--- src/rtl/ascon_round_seq.sv ---
// ---------------------------------------------------------------------------
// ascon_round_seq
//
// Iterative round sequencer for the ASCON permutation. The 320-bit state
// {x0,x1,x2,x3,x4} (x0 in the most significant word) lives in a register.
// The register loops through an external combinational round datapath
// (constant addition -> substitution -> linear diffusion) once per clock.
// The sequencer supplies the round index for the constant-addition stage. It
// runs either pa (ROUNDS_A rounds) or pb (ROUNDS_B rounds). Both always finish
// on round index 11.
//
// Ports:
//   clock_i        in   1    system clock, rising edge
//   reset_i        in   1    asynchronous reset, active-high
//   start_i        in   1    request a run (ignored while busy)
//   mode_pb_i      in   1    0 = pa, 1 = pb; sampled with start_i
//   state_i        in   320  initial state, loaded on an accepted start
//   round_state_i  in   320  round datapath output for (state_o, round_o)
//   state_o        out  320  registered state / permutation result
//   round_o        out  4    current round index
//   busy_o         out  1    high while rounds are being applied
//   done_o         out  1    one-cycle pulse after the final round is written
// ---------------------------------------------------------------------------
module ascon_round_seq #(
    parameter int ROUNDS_A = 12,
    parameter int ROUNDS_B = 6
) (
    input  logic         clock_i,
    input  logic         reset_i,
    input  logic         start_i,
    input  logic         mode_pb_i,
    input  logic [319:0] state_i,
    input  logic [319:0] round_state_i,
    output logic [319:0] state_o,
    output logic [3:0]   round_o,
    output logic         busy_o,
    output logic         done_o
);

    typedef enum logic {
        IDLE = 1'b0,
        RUN  = 1'b1
    } fsm_t;

    // Both permutations end on round 11, so a shorter run simply starts later.
    localparam logic [3:0] FIRST_A    = 4'(12 - ROUNDS_A);
    localparam logic [3:0] FIRST_B    = 4'(12 - ROUNDS_B);
    localparam logic [3:0] LAST_ROUND = 4'd11;

    fsm_t         fsm_q,   fsm_d;
    logic [319:0] state_q, state_d;
    logic [3:0]   round_q, round_d;
    logic         busy_q,  busy_d;
    logic         done_q,  done_d;

    always_comb begin
        fsm_d   = fsm_q;
        state_d = state_q;
        round_d = round_q;
        busy_d  = busy_q;
        done_d  = 1'b0;
        case (fsm_q)
            IDLE: begin
                // A start in the done cycle is accepted here. Clearing done_d
                // by default drops the pulse as the next run loads.
                if (start_i) begin
                    state_d = state_i;
                    round_d = mode_pb_i ? FIRST_B : FIRST_A;
                    busy_d  = 1'b1;
                    fsm_d   = RUN;
                end
            end
            RUN: begin
                state_d = round_state_i;
                if (round_q == LAST_ROUND) begin
                    // round_o parks at 11. It never wraps inside a run.
                    fsm_d  = IDLE;
                    busy_d = 1'b0;
                    done_d = 1'b1;
                end else begin
                    round_d = round_q + 4'd1;
                end
            end
            default: begin
                fsm_d  = IDLE;
                busy_d = 1'b0;
            end
        endcase
    end

    always_ff @(posedge clock_i or posedge reset_i) begin
        if (reset_i) begin
            fsm_q   <= IDLE;
            state_q <= '0;
            round_q <= 4'd0;
            busy_q  <= 1'b0;
            done_q  <= 1'b0;
        end else begin
            fsm_q   <= fsm_d;
            state_q <= state_d;
            round_q <= round_d;
            busy_q  <= busy_d;
            done_q  <= done_d;
        end
    end

    assign state_o = state_q;
    assign round_o = round_q;
    assign busy_o  = busy_q;
    assign done_o  = done_q;

endmodule

--- config.mk ---
export PLATFORM = sky130hd
export DESIGN_NAME = ascon_round_seq
export DESIGN_NICKNAME = d
export VERILOG_FILES = /design/src/rtl/ascon_round_seq.sv
export SDC_FILE = /design/constraint.sdc
export NUM_CORES = 1
export LEC_CHECK = 0
export ABC_AREA = 0
export ABC_CLOCK_PERIOD_IN_PS = 19200
export CAP_MARGIN = 20
export CORE_AREA = 5 5 379 381
export DETAILED_ROUTE_END_ITERATION = 10
export DIE_AREA = 0 0 384 386
export GPL_TIMING_DRIVEN = 0
export HOLD_SLACK_MARGIN = 0.08
export PLACE_DENSITY_LB_ADDON = 0.1
export REMOVE_ABC_BUFFERS = 1
export SYNTH_ARGS = -nofsm -noshare
export SYNTH_HDL_FRONTEND = slang
export SYNTH_SLANG_ARGS = --single-unit
--- constraint.sdc ---
create_clock -name clock_i -period 19.2 [get_ports clock_i]
set_clock_uncertainty 0.05 [all_clocks]
set_input_delay 3.84 -clock clock_i [delete_from_list [all_inputs] [get_ports clock_i]]
set_output_delay 3.84 -clock clock_i [all_outputs]
set_load 0.005 [all_outputs]
==> summary.md <==
| Metric | Value |
|---|---|
| HPWL after DPL | 65,400 um |
| Max IR drop VDD | 54.6 uV |
| Top Family by Delay on Critical Path | buffers and inverters |
| Fin nets | 2,990 |
| Sw Share | 33.9% |
| Worst skew pair latency | 0.60 ns |
| Setup Total Neg Slack | 0 ns |
| DRT antenna net count | 0 |
| Largest net degree at the start of global routing | 99 |
| Synth-to-Final Area Change | 87.6% |
| Ys Warns | 0 |
| Min-delay worst type | reg2reg |
| Post-synthesis sequential area ratio | 54.2% |
| CP max-delay cell | clkdlybuf4s50_1 |
| Die width | 384 um |
| Mean routed wirelength per cell | 19.6 um |
| Post-CTS sizing | 0 |
| Storage element area | 8190 um^2 |
| Row count | 138 |
| CTS Buffer Depth | 3 |
| Netlist cell types | 20 |
| CTS H-tree lvls | 2 |
| Critical path startpoint category | flip-flop |
| CTS clk-pin slew, worst paths | 0.06 ns |
| Flops & latches, synth | 327 |
| CTS tree | built |
| RSZ-0062 raised after global routing | no |
| Ports | 970 |
| Slew Limit Headroom | 52.3% |
| Setup-failing EPs final | 0 |
| Static leakage | 12.1 nW |
| WP buf/inv | 1 |
| Count of pins over their slew limit | 0 |
| Layout cells sized above 1 | 3.53% |
| Clock share of power | 25.8% |
| Max Cap Viol | 0 |
| Final period util | 28.9% |
| Top post-synthesis cells by area | dfrtp_1, mux2i_1, o21ai_1, nand2_1, buf_8 |
| Initial Util | 10.8% |
| Root Buffer | clkbuf_16 |
| Remaining Overflow, GRT | 0 |
| CTS Hold Bufs | 0 |
| First-pass GRT wire length | 115,000 um |
| Vias in the first global route | 15,500 |
| Die area | 148,000 um^2 |
| Design Power | 0.00337 W |
| Slew at the pin with the worst max-slew slack | 0.716 ns |
| Clock sink count | 327 |
| Fmax achieved | 0.180 GHz |
| Routed vias | 14,300 |
| Synth top area share | 54.2% |
| Crit Path Category | reg2out |
| Post-CTS setup buffer count | 0 |
| Sequential share of power | 33.3% |
| Multi-input logic area | 6140 um^2 |
| Slowest stage delay, CP | 0.62 ns |
| GPL Wtd Cong | 0.771 |
| Power Internal | 0.00223 W |
| Synthesized instance count | 1,419 |
| NetSw | 0.00114 W |
| DR pass1 iterations | 5 |
| Vias per std cell | 3.33 |
| Fillers | 15,400 |
| Number of I/O port buffers | 969 |
| TritonCTS Buffers | 48 |
| CORE AREA | 140,000 um^2 |
| Drt initial violations | 401 |
| Total GRT Usage | 10.7% |
| Die height | 386 um |
| Status | finished clean |
| Logic gate share of total power | 40.9% |
| CP max FO | 5 |
| Crit end category | output pin |
| Worst EP arrival | 1.66 ns |
| Final Hold Viols | 0 |
| Most area-hungry cell type in the Yosys netlist | dfrtp_1 |
| DRC | 0 |
| Mean Syn Cell Area | 10.6 um^2 |
| Pwr dens | 119 nW/um^2 |
| DRT Wirelength | 83,800 um |
| Critical path required time | 15.31 ns |
| Syn Std Cell Area | 15,100 um^2 |
| Crit path cell chain | clkdlybuf4s50_1 |
| Final min period | 5.55 ns |
| Initial antenna violation count | 28 |
| Final core occ | 20.2% |
[layout by cell type, fill, tap and decap left out, drive strengths merged]
cell type	instances
buf	16
inv	5
nand2	323
nand3	1
a21oi	2
o21ai	323
diode	11
o221a	1
clkinv	3
xor2	1
clkbuf	79
a211oi	1
clkdlybuf4s50	968
dfrtp	327
nor2b	1
mux2i	322
nand4b	1
ha	1
nor2	4
[per-stage QoR]
stage	area [um^2]	std cells	worst slack, ns	hold WS [ns]
final	28300	4280	13.65	0.471
after global routing	28300	4277	13.53	0.506
after CTS	28300	4269	13.51	0.483
after detailed placement	26800	4185	13.27	0.464
after global placement	26400	4170	-3.24	0.450
after floorplan	14300	1311	6.26	0.436
[final cells by class]
cell class	count	share of cell area, %
clock buffers	79	5.12
multi-input cells	981	21.7
flip-flops and latches	327	28.9
repair buffers	984	35.7
clock inverters	5	0.115
well taps	1890	8.35
diodes	11	0.0972
inverters	3	0.0663
[worst min-delay path, stage by stage, from the launching register on]
cell     delay, ns
dfrtp_1       0.35
a21oi_1       0.04
nor2_1        0.08
[registers in the layout, indices dropped and copies added, names as in the netlist]
name,cells
done_o,1
fsm_q,1
busy_o,1
state_o,320
round_o,4
[path summary, 6_finish.rpt]
check | from | depth (start not counted) | to | slack (ns)
max in group asynchronous | reset_i | 4 | state_o[19] | 14.00
hold / removal | busy_o | 2 | busy_o | 0.47
setup reg to reg | fsm_q | 6 | state_o[13] | 16.51
min in group asynchronous | reset_i | 2 | state_o[193] | 3.63
hold reg to reg | busy_o | 2 | busy_o | 0.47
setup / recovery | round_o[3] | 1 | round_o[3] | 13.65
[cells in the mapped netlist, drive strengths merged]
cell type and instances:
dfrtp 327, xor2 1, nor2b 1, ha 1, a211oi 1, o21ai 323
mux2i 322, a21oi 2, inv 3, nand2 323, nand4b 1, nor2 4
nand3 1, clkbuf 46, buf 62, o221a 1
[metal layers]
| layer | GRT usage [%] | wire, um |
|---|---|---|
| met1 | 11.0 | 29900 |
| met2 | 19.0 | 42800 |
| met3 | 5.03 | 8770 |
| met4 | 3.65 | 2240 |
| met5 | 0 | 169 |
[kinds of logic (layout without fill, tap and decap cells)]
group | after synthesis | in the layout | share of synthesized area [%]
AND/OR/NAND/NOR | 330 | 330 | 8.26
AO/OA/AOI/OAI | 327 | 327 | 10.9
flip-flops | 327 | 327 | 54.2
multiplexers | 322 | 322 | 21.3
buffers and inverters | 111 | 1071 | 5.18
adder cells (fa/ha/maj) | 1 | 1 | 0.0828
XOR/XNOR | 1 | 1 | 0.0580
other | 0 | 11 | 0
[power by group through the flow]
stage / logic, W / clock network, W / registers (W)
floorplan: 0.000495 / 0 / 0.00124
finish: 0.00138 / 0.000871 / 0.00112
CTS: 0.00143 / 0.000932 / 0.00113
global placement: 0.00161 / 0 / 0.00130
global route: 0.00151 / 0.000948 / 0.00116
detailed placement: 0.00142 / 0 / 0.00113
(Power assumes the default switching activity.)
